**src/rtl/keypad_scan_ctrl.sv**
```systemverilog
// keypad_scan_ctrl: 4x4 keypad column scanner with row
// debounce, key encoding and a 4-deep key event FIFO.
module keypad_scan_ctrl #(
  parameter int SETTLE   = 4,
  parameter int DEBOUNCE = 16
) (
  input  logic       clk1,
  input  logic       reset,
  input  logic       scan_en,
  input  logic [3:0] row,
  output logic [3:0] column,
  output logic [3:0] key_code,
  output logic       key_valid,
  input  logic       key_ack,
  output logic       irq,
  output logic       overflow,
  input  logic       ovf_clr
);

  localparam logic [7:0]  SET_MAX = 8'(SETTLE - 1);
  localparam logic [15:0] DEB_MAX = 16'(DEBOUNCE - 1);

  typedef enum logic [1:0] {
    S_IDLE,
    S_SETTLE,
    S_DEB,
    S_HELD
  } state_t;

  state_t      state;
  logic [1:0]  ci;
  logic [7:0]  scnt;
  logic [15:0] dcnt;
  logic [3:0]  cand;
  logic [3:0]  rs1;
  logic [3:0]  rs;

  logic [1:0]  ri;
  logic        one;
  logic [3:0]  code;
  logic        push;

  logic [3:0]  mem [4];
  logic [1:0]  wp;
  logic [1:0]  rp;
  logic [2:0]  cnt;
  logic        pop;
  logic        full;
  logic        wr;
  logic        ovf_set;
  logic [1:0]  rp_n;
  logic [2:0]  cnt_n;
  logic [3:0]  head_n;

  // two-flop synchronizer for the asynchronous rows
  always_ff @(posedge clk1 or posedge reset) begin
    if (reset) begin
      rs1 <= 4'hf;
      rs  <= 4'hf;
    end else begin
      rs1 <= row;
      rs  <= rs1;
    end
  end

  // column strobe decode; all released while idle
  always_comb begin
    column = 4'hf;
    if (state != S_IDLE) begin
      unique case (ci)
        2'd0: column = 4'b0111;
        2'd1: column = 4'b1011;
        2'd2: column = 4'b1101;
        2'd3: column = 4'b1110;
      endcase
    end
  end

  // row index of the candidate; one is set for a single key
  always_comb begin
    ri  = 2'd0;
    one = 1'b0;
    unique case (cand)
      4'b1110: begin ri = 2'd0; one = 1'b1; end
      4'b1101: begin ri = 2'd1; one = 1'b1; end
      4'b1011: begin ri = 2'd2; one = 1'b1; end
      4'b0111: begin ri = 2'd3; one = 1'b1; end
      default: ;
    endcase
  end

  // key code table indexed by column and row
  always_comb begin
    code = 4'h0;
    unique case ({ci, ri})
      4'h0: code = 4'hf;
      4'h1: code = 4'h0;
      4'h2: code = 4'he;
      4'h3: code = 4'hd;
      4'h4: code = 4'h7;
      4'h5: code = 4'h8;
      4'h6: code = 4'h9;
      4'h7: code = 4'hc;
      4'h8: code = 4'h4;
      4'h9: code = 4'h5;
      4'ha: code = 4'h6;
      4'hb: code = 4'hb;
      4'hc: code = 4'h1;
      4'hd: code = 4'h2;
      4'he: code = 4'h3;
      4'hf: code = 4'ha;
    endcase
  end

  assign push = scan_en && (state == S_DEB)
             && (rs == cand) && (dcnt == DEB_MAX)
             && one;

  // scan / settle / debounce / held sequencer
  always_ff @(posedge clk1 or posedge reset) begin
    if (reset) begin
      state <= S_SETTLE;
      ci    <= 2'd0;
      scnt  <= 8'd0;
      dcnt  <= 16'd0;
      cand  <= 4'hf;
    end else if (!scan_en) begin
      state <= S_IDLE;
      scnt  <= 8'd0;
      dcnt  <= 16'd0;
    end else begin
      unique case (state)
        S_IDLE: begin
          state <= S_SETTLE;
          scnt  <= 8'd0;
        end
        S_SETTLE: begin
          if (scnt == SET_MAX) begin
            scnt <= 8'd0;
            if (rs == 4'hf) begin
              ci <= ci + 2'd1;
            end else begin
              cand  <= rs;
              dcnt  <= 16'd0;
              state <= S_DEB;
            end
          end else begin
            scnt <= scnt + 8'd1;
          end
        end
        S_DEB: begin
          if (rs != cand) begin
            state <= S_SETTLE;
            scnt  <= 8'd0;
          end else if (dcnt == DEB_MAX) begin
            dcnt  <= 16'd0;
            state <= S_HELD;
          end else begin
            dcnt <= dcnt + 16'd1;
          end
        end
        S_HELD: begin
          if (rs != 4'hf) begin
            dcnt <= 16'd0;
          end else if (dcnt == DEB_MAX) begin
            dcnt  <= 16'd0;
            scnt  <= 8'd0;
            ci    <= ci + 2'd1;
            state <= S_SETTLE;
          end else begin
            dcnt <= dcnt + 16'd1;
          end
        end
      endcase
    end
  end

  assign pop     = key_ack && key_valid;
  assign full    = (cnt == 3'd4);
  assign wr      = push && (!full || pop);
  assign ovf_set = push && full && !pop;
  assign rp_n    = pop ? rp + 2'd1 : rp;
  assign cnt_n   = cnt + {2'b0, wr} - {2'b0, pop};

  // head after this edge; bypass when the write lands at the head
  always_comb begin
    head_n = mem[rp_n];
    if (wr && (wp == rp_n)) head_n = code;
  end

  // event storage
  always_ff @(posedge clk1) begin
    if (wr) mem[wp] <= code;
  end

  // FIFO pointers, registered head, irq and overflow flag
  always_ff @(posedge clk1 or posedge reset) begin
    if (reset) begin
      wp        <= 2'd0;
      rp        <= 2'd0;
      cnt       <= 3'd0;
      key_valid <= 1'b0;
      key_code  <= 4'h0;
      irq       <= 1'b0;
      overflow  <= 1'b0;
    end else begin
      if (wr) wp <= wp + 2'd1;
      rp        <= rp_n;
      cnt       <= cnt_n;
      key_valid <= (cnt_n != 3'd0);
      key_code  <= (cnt_n != 3'd0) ? head_n : 4'h0;
      irq       <= key_valid;
      if (ovf_set)      overflow <= 1'b1;
      else if (ovf_clr) overflow <= 1'b0;
    end
  end

endmodule

```
**config.mk**
```make
export PLATFORM = sky130hd
export DESIGN_NAME = keypad_scan_ctrl
export DESIGN_NICKNAME = d
export VERILOG_FILES = /design/src/rtl/keypad_scan_ctrl.sv
export SDC_FILE = /design/constraint.sdc
export NUM_CORES = 1
export LEC_CHECK = 0
export ABC_AREA = 1
export BUFFER_PORTS_ARGS = -buffer_cell sky130_fd_sc_hd__buf_2
export CAP_MARGIN = 30
export CORE_AREA = 2 2 129 143
export CTS_CLUSTER_SIZE = 10
export DETAILED_ROUTE_END_ITERATION = 10
export DIE_AREA = 0 0 131 145
export PLACE_DENSITY_LB_ADDON = 0.1
export RECOVER_POWER = 50
export SLEW_MARGIN = 10
export SYNTH_ARGS = -nofsm -noshare
export SYNTH_HDL_FRONTEND = slang
export SYNTH_SLANG_ARGS = --single-unit
```
**constraint.sdc**
```tcl
create_clock -name clk1 -period 7.4 [get_ports clk1]
set_clock_uncertainty 0.15 [all_clocks]
set_input_delay 1.11 -clock clk1 [delete_from_list [all_inputs] [get_ports clk1]]
set_output_delay 1.11 -clock clk1 [all_outputs]
set_load 0.01 [all_outputs]
```
==> results of run 1 <==
## layout make-up
cell class | count | area (um2) | share of cell area, %
Sequential cell | 70 | 1850 | 37.6
Tap cell | 238 | 298 | 6.06
Timing Repair Buffer | 21 | 96.3 | 1.96
Clock buffer | 9 | 225 | 4.58
Inverter | 65 | 249 | 5.07
Clock inverter | 7 | 65.1 | 1.32
Multi-Input combinational cell | 413 | 2130 | 43.4
## through the flow
stage	power, mW	hold WS [ns]	utilization, %	cells	worst slack (ns)
detailed placement	0.868	0.197	26.5	807	3.55
global route	1.37	0.205	28.0	823	3.32
global placement	0.866	0.196	26.4	806	3.60
finish	1.28	0.198	28.0	823	3.89
CTS	1.31	0.196	28.1	823	3.89
floorplan	0.758	0.195	-	559	4.26
## metal layers
| metal | up-vias | global-route usage (%) | part of all wire, % |
|---|---|---|---|
| met1 | 1664 | 16.9 | 48 |
| met3 | 9 | 2.54 | 2.3 |
| met2 | 29 | 19.9 | 49 |
| met4 | 0 | 4.95 | 1.2 |
| li1 | 1848 | - | - |
| met5 | - | 0 | 0 |
## cell usage after synthesis, drive strengths merged (3+ instances only)
cell type  number
nand4          16
a21oi           9
nand2         178
o21ai          29
clkinv          3
nor3            4
nor2           60
inv            62
dfstp          13
dfrtp          41
edfxtp         16
buf             8
xor2           10
clkbuf          3
nand3          78
ha             21
## worst reg2reg max path, cell delays in order (launching register included)
cell and delay, ns:
dfstp_1 0.39, inv_1 0.08, ha_1 0.60, nand2_1 0.11, inv_1 0.10, nand3_2 0.12
nor2_4 0.20, nand2_2 0.14, ha_1 0.31, inv_1 0.04, ha_1 0.18, fa_1 0.38
xor2_1 0.20, nand2_1 0.15, nand2_1 0.10, nor2_1 0.04
## path summary, 6_finish.rpt
path | startpoint | endpoint | slack, ns | depth (start not counted)
max | scan_en | key_code[1] | 3.89 | 14
min | rs1[3] | rs[3] | 0.20 | 0
max reg2reg | state[0] | key_code[1] | 3.99 | 15
min reg2reg | rs1[3] | rs[3] | 0.20 | 0
max in group asynchronous | reset | dcnt[4] | 3.95 | 3
min in group asynchronous | reset | scnt[0] | 0.79 | 2
## placed cells by master (no fill, tap or decap), drive strengths merged, types with 10 or more instances in the layout
master	count
edfxtp	16
nand3	78
dfstp	13
inv	62
nand4	16
ha	21
o21ai	29
clkbuf	16
dfrtp	41
buf	14
nor2	60
xor2	10
nand2	178
## kinds of logic (layout without fill, tap and decap cells)
group | count (synthesis) | after routing | synth area share [%]
and+or+nand+nor | 341 | 341 | 36.2
buffers and inverters | 76 | 102 | 7.46
DFF | 70 | 70 | 42.9
AOI/OAI and AO/OA | 40 | 40 | 4.91
adders and majority gates | 22 | 22 | 6.56
xor gates and xnor gates | 10 | 10 | 2.03
## registers in the layout (all words and copies together) (netlist names)
name	flops
dcnt	16
mem	16
scnt	8
cand	4
key_code	4
rs1	4
rs	4
cnt	3
ci	2
rp	2
state	2
wp	2
irq	1
key_valid	1
overflow	1
## where the power goes
part           internal [mW]  switching [mW]  total (mW)
sequential             0.450          0.0322       0.482
clock                  0.259           0.174       0.432
combinational          0.103           0.258       0.361
==> impl_metrics.env, run 1 <==
export IMPL_numCtsBuffers=9
export IMPL_grt_max_degree=35
export IMPL_status="finished, violations left"
export IMPL_drtIter0Drc=184
export IMPL_cts_sinks=70
export IMPL_setup_tns_final_ns=0
export IMPL_synth_area_mm2=0.00431
export IMPL_ant_nets=0
export IMPL_avgViaCountPerCell=4.31
export IMPL_layout_min_cycle_time_ns=3.51
export IMPL_nets=611
export IMPL_ys_seq_elements=70
export IMPL_io_pins=20
export IMPL_crit_chain="buf_2 > nand2_1 > inv_1 > nand3_2 > nor2_4 > nand2_2 > ha_1 > inv_1 > ha_1 > fa_1 > xor2_1 > nand2_1 > nand2_1 > nor2_1"
export IMPL_synth_top_cell_area_share_pct=23.8
export IMPL_port_buffers=19
export IMPL_via_count=3550
export IMPL_gp_congestion=0.809
export IMPL_maxCapViolations=1
export IMPL_crit_family="adder cells"
export IMPL_start_util_pct=24.6
export IMPL_max_slew_worst_pin_slew_ns=2.04
export IMPL_crit_path_end_kind="register"
export IMPL_min_path_type="reg -> reg"
export IMPL_synth_area_leaders="dfrtp_1, nand2_1, edfxtp_1"
export IMPL_diodes=0
export IMPL_failed_checks="max-capacitance violations, max-slew violations"
export IMPL_drc=0
export IMPL_critical_path_class="in -> reg"
export IMPL_drive_above_1_share_pct=12.1
export IMPL_synth_flop_cell="dfrtp_1"
export IMPL_grt_setup_unrepaired="no"
export IMPL_yosys_warnings=0
export IMPL_synth_edf_count=16
export IMPL_crit_arrival_ns=3.59
export IMPL_routedWlPerCell_um=13.5
export IMPL_maxSlewViolCount=35
export IMPL_path_common_cell="nand2_1"
export IMPL_antenna_found_initial=0
export IMPL_die_area_mm2=0.0190
export IMPL_p_leak_nw=2.29
export IMPL_ctsHoldBuffers=0
export IMPL_critPathRequiredTime_ns=7.48
export IMPL_synthCells=559
export IMPL_n_fill_cell=1920
export IMPL_finalWirelength_mm=11.1
export IMPL_grt_usage_pct=12.6
export IMPL_insertion_delay_ns=0.34
export IMPL_core_mm2=0.0175
export IMPL_grt_overflow=0
export IMPL_fmax_ghz=0.285
export IMPL_grt_pass1_wl_mm=18.6
export IMPL_synthArstFlopShare_pct=77.1
export IMPL_finalSetupViolations=0
export IMPL_clk_pin_slew_ns=0.06
export IMPL_cts_tree="yes"
export IMPL_max_slew_margin_pct=-35.7
export IMPL_cts_root_buf="clkbuf_16"
export IMPL_ir_drop_uv=101
export IMPL_syn_avg_cell_area_um2=7.71
export IMPL_die_w_um=131
export IMPL_die_h_um=145
export IMPL_fin_crit_sh_pct=47.4
export IMPL_crit_slowest_cell="buf_2"
export IMPL_slowest_delay_ns=0.42
export IMPL_htreeDepth=3
export IMPL_synth_largest_area_cell="dfrtp_1"
export IMPL_worst_path_max_fanout=23
export IMPL_stdcell_area_mm2=0.00491
export IMPL_startpoint_type="input port"
export IMPL_hpwl_mm=8.03
export IMPL_cts_buffer_depth=2
export IMPL_cts_resized=0
export IMPL_critPathBufInv=3
export IMPL_yosysSeqAreaShare_pct=42.9
export IMPL_hold_viol=0
export IMPL_post_dp_cell_area_mm2=0.00464
export IMPL_syn_nets=590
export IMPL_yosysUniqueCellTypes=36
export IMPL_rows=51
export IMPL_postCtsSetupBuffers=0
export IMPL_grt_pass1_vias=3523
export IMPL_area_delta_synth_final_pct=14.0
export IMPL_dr_pass1_iters=4
export IMPL_p_per_area_mw_per_mm2=260
Note: power is estimated with default switching activity, not from simulation.
==> run 2, diff against run 1 <==
- clock period: 7.4 -> 2.8 ns (I/O delays scaled with it)
==> run 2 against run 1 <==
Net effect:
- the flow now finishes without violations
- final cell count grew 5.3%
- worst hold slack got worse by 0.18 ns
- cell area grew 8.8%
- total power grew to 2.8 times the previous value
- combinational power rose to 3.0 times the previous value
- routed wire length up 4.5%
- largest cell class unchanged
- via count up 5.1%
==> impl_metrics.env, run 2 (same netlist as run 1, synthesis figures left out) <==
export IMPL_gp_congestion=0.793
export IMPL_drive_above_1_share_pct=21.5
export IMPL_ir_drop_uv=295
export IMPL_crit_path_end_kind="register"
export IMPL_r2r_cells=15
export IMPL_area_delta_synth_final_pct=23.9
export IMPL_max_slew_worst_pin_slew_ns=0.967
export IMPL_status="complete, no violations"
export IMPL_grt_max_degree=23
export IMPL_min_path_cells=1
export IMPL_worst_path_max_fanout=5
export IMPL_p_leak_nw=2.51
export IMPL_grt_pass1_vias=3599
export IMPL_port_buffers=19
export IMPL_critPathRequiredTime_ns=2.93
export IMPL_fin_crit_sh_pct=96.0
export IMPL_grt_pass1_wl_mm=19.0
export IMPL_grt_overflow=0
export IMPL_layout_min_cycle_time_ns=2.69
export IMPL_worst_slack_ns=0.113
export IMPL_cts_root_buf="clkbuf_16"
export IMPL_cts_buffer_depth=2
export IMPL_clk_pin_slew_ns=0.06
export IMPL_p_per_area_mw_per_mm2=665
export IMPL_avgViaCountPerCell=4.30
export IMPL_htreeDepth=3
export IMPL_multiInputGateArea_mm2=0.00222
export IMPL_grt_setup_unrepaired="yes"
export IMPL_core_mm2=0.0175
export IMPL_nets=655
export IMPL_critical_path_class="reg -> reg"
export IMPL_hpwl_mm=8.43
export IMPL_cts_sinks=70
export IMPL_stdcell_count=867
export IMPL_crit_arrival_ns=2.82
export IMPL_post_place_ws_ns=-0.0947
export IMPL_min_path_type="in -> reg"
export IMPL_finalWirelength_mm=11.6
export IMPL_start_util_pct=24.6
export IMPL_max_slew_margin_pct=35.5
export IMPL_post_place_cells=845
export IMPL_numCtsBuffers=9
export IMPL_dr_pass1_iters=4
export IMPL_layout_commonest_cell="nand2_1"
export IMPL_via_count=3731
export IMPL_die_h_um=145
export IMPL_ant_nets=0
export IMPL_antenna_found_initial=0
export IMPL_seq_area_mm2=0.00185
export IMPL_rows=51
export IMPL_insertion_delay_ns=0.35
export IMPL_io_pins=20
export IMPL_n_fill_cell=1893
export IMPL_fmax_ghz=0.372
export IMPL_diodes=0
export IMPL_drc=0
export IMPL_die_area_mm2=0.0190
export IMPL_largestRegisters="dcnt x16, mem x16, scnt x8"
export IMPL_finalSetupViolations=0
export IMPL_final_cell_mix="nand2_1, nand3_1, inv_1"
export IMPL_drtIter0Drc=197
export IMPL_die_w_um=131
export IMPL_hold_viol=0
export IMPL_cts_tree="yes"
export IMPL_finalPower_mw=3.55
export IMPL_maxCapViolations=0
export IMPL_grt_usage_pct=13.0
export IMPL_startpoint_type="register"
export IMPL_maxSlewViolCount=0
export IMPL_routedWlPerCell_um=13.4
-- run 2: cell count changes in the layout (fill, tap and decap cells not counted), moves of 2 or more --
cell	previous run	this run
inv_1	56	52
nand2_2	5	13
clkinv_2	3	0
buf_2	14	12
ha_4	0	2
clkinv_1	4	2
inv_2	5	10
buf_4	0	43
clkinv_4	1	4
nand3_4	2	4
nand2_1	173	164
ha_1	21	18
clkbuf_1	7	9
-- run 2: metrics by stage --
stage | hold slack (ns) | setup TNS, ns | utilization (%) | cell area [um2]
3_3_place_gp | 0.198 | -0.252 | 28.1 | 4930
2_1_floorplan | 0.195 | 0 | - | 4310
5_1_grt | 0.00526 | -0.0324 | 30.4 | 5340
3_5_place_dp | 0.197 | -0.357 | 28.1 | 4930
4_1_cts | 0.00276 | 0 | 30.0 | 5270
6_report | 0.0182 | 0 | 30.4 | 5340
-- run 2: path summary, 6_finish.rpt --
| path | slack [ns] | startpoint | end |
|---|---|---|---|
| setup / recovery | 0.11 | cand[1] | key_code[2] |
| hold / removal | 0.02 | row[2] | rs1[2] |
| setup reg to reg | 0.11 | cand[1] | key_code[2] |
| hold reg to reg | 0.21 | rs1[1] | rs[1] |
| max in group asynchronous | 0.56 | reset | scnt[2] |
| min in group asynchronous | 0.61 | reset | irq |
-- run 2: power by group --
part           switching (mW)  total, mW  internal, mW
Clock                   0.491       1.19         0.696
Combinational           0.727       1.08         0.352
Sequential             0.0967       1.29          1.19
-- run 2: layout make-up --
class | count | area share [%]
Clock inverter | 6 | 1.36
Sequential cell | 70 | 34.6
Inverter | 65 | 4.66
Clock buffer | 10 | 4.29
Timing Repair Buffer | 65 | 8.01
Multi-Input combinational cell | 413 | 41.5
Tap cell | 238 | 5.57
-- run 2: layer usage --
| metal | wire, um | part of all wire (%) | vias to the layer above | track usage [%] |
|---|---|---|---|---|
| li1 | - | - | 1934 | - |
| met1 | 5400 | 47 | 1724 | 17.0 |
| met2 | 5590 | 48 | 59 | 20.8 |
| met3 | 349 | 3.0 | 14 | 1.92 |
| met4 | 248 | 2.1 | 0 | 5.90 |
| met5 | 0 | 0 | - | 0 |
-- run 2: worst max-delay path, stage by stage, from the launching register on --
cell and delay [ns]:
dfstp_2 0.56, nand2_2 0.08, inv_2 0.07, nand3_4 0.08, nand2_4 0.10, nand3_4 0.09
nor2_4 0.12, nand2_2 0.08, ha_4 0.27, inv_2 0.04, ha_4 0.15, fa_2 0.55
nor2_2 0.04, nand2_2 0.09, nand2_1 0.06, nor2_1 0.09
-- run 2: what timing repair did --
item	in CTS	in global routing
pin swaps	2	16
buffers inserted	2	3
resized for setup	3	22
setup endpoints to repair	5	5
hold endpoints to repair	14	0
hold buffers	1	0
==> run 3, diff against run 2 <==
- ABC_AREA: 1 -> not set
- BUFFER_PORTS_ARGS: -buffer_cell sky130_fd_sc_hd__buf_2 -> not set
- CORE_AREA: 2 2 129 143 -> 2 2 122 135
- DIE_AREA: 0 0 131 145 -> 0 0 124 137
- DONT_BUFFER_PORTS: not set -> 1
==> run 3 against run 2 <==
Net effect:
- the flow now finishes with violations (max-capacitance violations, max-slew violations, negative setup slack)
- routed wire length decreased by 17%
- final cell count decreased by 30%
- sequential power increased by 5%
- critical endpoint is now key_code[1]
- clock power about the same
- total power increased by 6.6%
- first-iteration DRC count decreased by 32%
- worst hold slack improved by 0.063 ns
==> impl_metrics.env, run 3 <==
export IMPL_status="finished, violations left"
export IMPL_failed_checks="max-capacitance violations, max-slew violations, negative setup slack"
export IMPL_finalSetupViolations=5
export IMPL_startpoint_type="register"
export IMPL_gp_congestion=0.758
export IMPL_ir_drop_uv=277
export IMPL_htreeDepth=3
export IMPL_hold_viol=0
export IMPL_syn_avg_cell_area_um2=11.0
export IMPL_grt_overflow=0
export IMPL_area_delta_synth_final_pct=25.3
export IMPL_hpwl_mm=7.22
export IMPL_grt_setup_unrepaired="yes"
export IMPL_synthCells=350
export IMPL_ant_nets=0
export IMPL_crit_path_end_kind="register"
export IMPL_port_buffers=0
export IMPL_layout_min_cycle_time_ns=3.22
export IMPL_r2r_cells=11
export IMPL_synth_most_common_cell="dfrtp_1"
export IMPL_crit_chain="nor4_4 > nand4_1 > nor4_4 > inv_1 > ha_1 > inv_1 > ha_2 > fa_2 > or3_4 > nand2_1 > mux2i_1"
export IMPL_synthArstFlopShare_pct=77.1
export IMPL_die_area_mm2=0.0170
export IMPL_routedWlPerCell_um=15.8
export IMPL_syn_nets=381
export IMPL_crit_arrival_ns=3.28
export IMPL_cts_root_buf="clkbuf_16"
export IMPL_synth_top_cell_area_share_pct=26.7
export IMPL_worst_hold_slack_ns=0.0808
export IMPL_yosysSeqAreaShare_pct=48.1
export IMPL_synth_edf_count=16
export IMPL_numCtsBuffers=9
export IMPL_io_pins=20
export IMPL_drtIter0Drc=134
export IMPL_avgViaCountPerCell=4.72
export IMPL_slowest_delay_ns=0.44
export IMPL_setup_tns_final_ns=-1.90
export IMPL_via_count=2865
export IMPL_yosys_top_cells_count="dfrtp_1, nand2_1, inv_1"
export IMPL_die_w_um=124
export IMPL_rows=48
export IMPL_endpoint="key_code[1]"
export IMPL_layout_commonest_cell="buf_4"
export IMPL_n_fill_cell=1630
export IMPL_critPathRequiredTime_ns=2.86
export IMPL_worst_path_max_fanout=9
export IMPL_maxSlewViolCount=29
export IMPL_diodes=0
export IMPL_clk_pin_slew_ns=0.06
export IMPL_postCtsSetupBuffers=0
export IMPL_maxCapViolations=1
export IMPL_synth_area_leaders="dfrtp_1, edfxtp_1, dfstp_2"
export IMPL_core_mm2=0.0156
export IMPL_start_util_pct=24.6
export IMPL_r2r_end="key_code[1]"
export IMPL_largestRegisters="dcnt x16, mem x16, scnt x8"
export IMPL_min_path_type="in -> reg"
export IMPL_rrSetupSlack_ns=-0.42
export IMPL_cts_buffer_depth=2
export IMPL_die_h_um=137
export IMPL_cts_sinks=70
export IMPL_cts_tree="yes"
export IMPL_crit_start="dcnt[7]"
export IMPL_grt_pass1_wl_mm=15.8
export IMPL_nets=433
export IMPL_grt_max_degree=29
export IMPL_fmax_ghz=0.310
export IMPL_antenna_found_initial=0
export IMPL_fin_crit_sh_pct=115
export IMPL_p_per_area_mw_per_mm2=788
export IMPL_grt_pass1_vias=2987
export IMPL_synth_flop_cell="dfrtp_1"
export IMPL_dr_pass1_iters=4
export IMPL_yosys_warnings=0
export IMPL_final_util_pct=30.8
export IMPL_synth_area_mm2=0.00384
export IMPL_final_cell_mix="buf_4, dfrtp_1, nand2_1"
export IMPL_max_slew_worst_pin_slew_ns=1.63
export IMPL_drc=0
export IMPL_worst_slack_ns=-0.425
export IMPL_critical_path_class="reg -> reg"
export IMPL_finalWirelength_mm=9.59
export IMPL_drive_above_1_share_pct=26.3
export IMPL_grt_usage_pct=12.4
export IMPL_yosysUniqueCellTypes=58
export IMPL_crit_slowest_cell="or3_4"
export IMPL_max_slew_margin_pct=-8.84
export IMPL_r2r_start="dcnt[7]"
export IMPL_synth_largest_area_cell="dfrtp_1"
export IMPL_ys_seq_elements=70
export IMPL_p_leak_nw=2.04
export IMPL_insertion_delay_ns=0.34
run 3: cell types whose count changed after synthesis, moves of 8 or more:
cell / delta
and2_1: +9
nand4_1: -10
inv_1: -33
o21ai_0: -13
a31oi_1: +22
clkbuf_1: +11
and3_1: +13
nand3_1: -61
nor2_1: -37
nand2_1: -142
xnor2_1: +8
run 3: worst min path at each step:
stage / startpoint / to / slack, ns / cells past startpoint
2_1_floorplan: rs1[0] / rs[0] / 0.20 / 0
3_3_place_gp: rs1[1] / rs[1] / 0.20 / 0
3_5_place_dp: rs1[2] / rs[2] / 0.20 / 0
4_1_cts: scan_en / scnt[1] / 0.07 / 2
5_1_grt: ovf_clr / overflow / 0.08 / 2
6_report: scan_en / scnt[1] / 0.08 / 2
run 3: layout make-up:
type	instances	area, um2	share of cell area (%)
Clock buffer	9	225	4.68
Clock inverter	7	80.1	1.67
Inverter	23	86.3	1.80
Multi-Input combinational cell	241	1890	39.3
Sequential cell	70	1850	38.4
Tap cell	200	250	5.20
Timing Repair Buffer	57	429	8.93
run 3: through the flow:
step	cell area (um2)	cells	setup WS, ns	total power, mW
after floorplan	3880	350	-0.584	2.20
after global placement	4440	586	-0.537	2.64
after detailed placement	4440	586	-0.618	2.65
after CTS	4820	607	-0.458	3.87
after global routing	4810	607	-0.633	4.06
final	4810	607	-0.425	3.79
run 3: power breakdown:
group          switching (mW)  total (mW)  internal, mW  leakage (nW)
sequential              0.129        1.36          1.23         0.809
clock                   0.483        1.18         0.699         0.143
combinational           0.682        1.25         0.570          1.09
run 3: routing by layer:
layer | wire length, um | vias up | GRT usage (%)
met1 | 4270 | 1404 | 15.1
met4 | 181 | 0 | 4.56
met5 | 0 | - | 0
met2 | 4720 | 51 | 20.8
li1 | - | 1399 | -
met3 | 421 | 11 | 3.46
run 3: kinds of logic after synthesis:
family                   after synthesis  synth area share, %
AO/OA/AOI/OAI                         69                 13.3
adder cells (fa/ha/maj)               22                 7.37
multiplexers                          20                 7.11
buffers and inverters                 39                 3.98
XOR/XNOR                              12                 2.74
flip-flops                            70                 48.1
AND/OR/NAND/NOR                      118                 17.3
run 3: worst max-delay path: cells and delay by family, from the launching register on:
| family | cells | cell delay, ns |
|---|---|---|
| and+or+nand+nor | 5 | 1.47 |
| adders and majority gates | 3 | 0.86 |
| DFF | 1 | 0.41 |
| buffers and inverters | 2 | 0.13 |
| muxes | 1 | 0.07 |
run 3: timing repair:
| action | 4_1_cts | 5_1_grt |
|---|---|---|
| hold buffers | 5 | 0 |
| endpoints found under the hold margin | 45 | 0 |
| gates cloned | 0 | 0 |
| resized for setup | 3 | 0 |
| setup endpoints to repair | 5 | 6 |
| pin swaps | 2 | 0 |
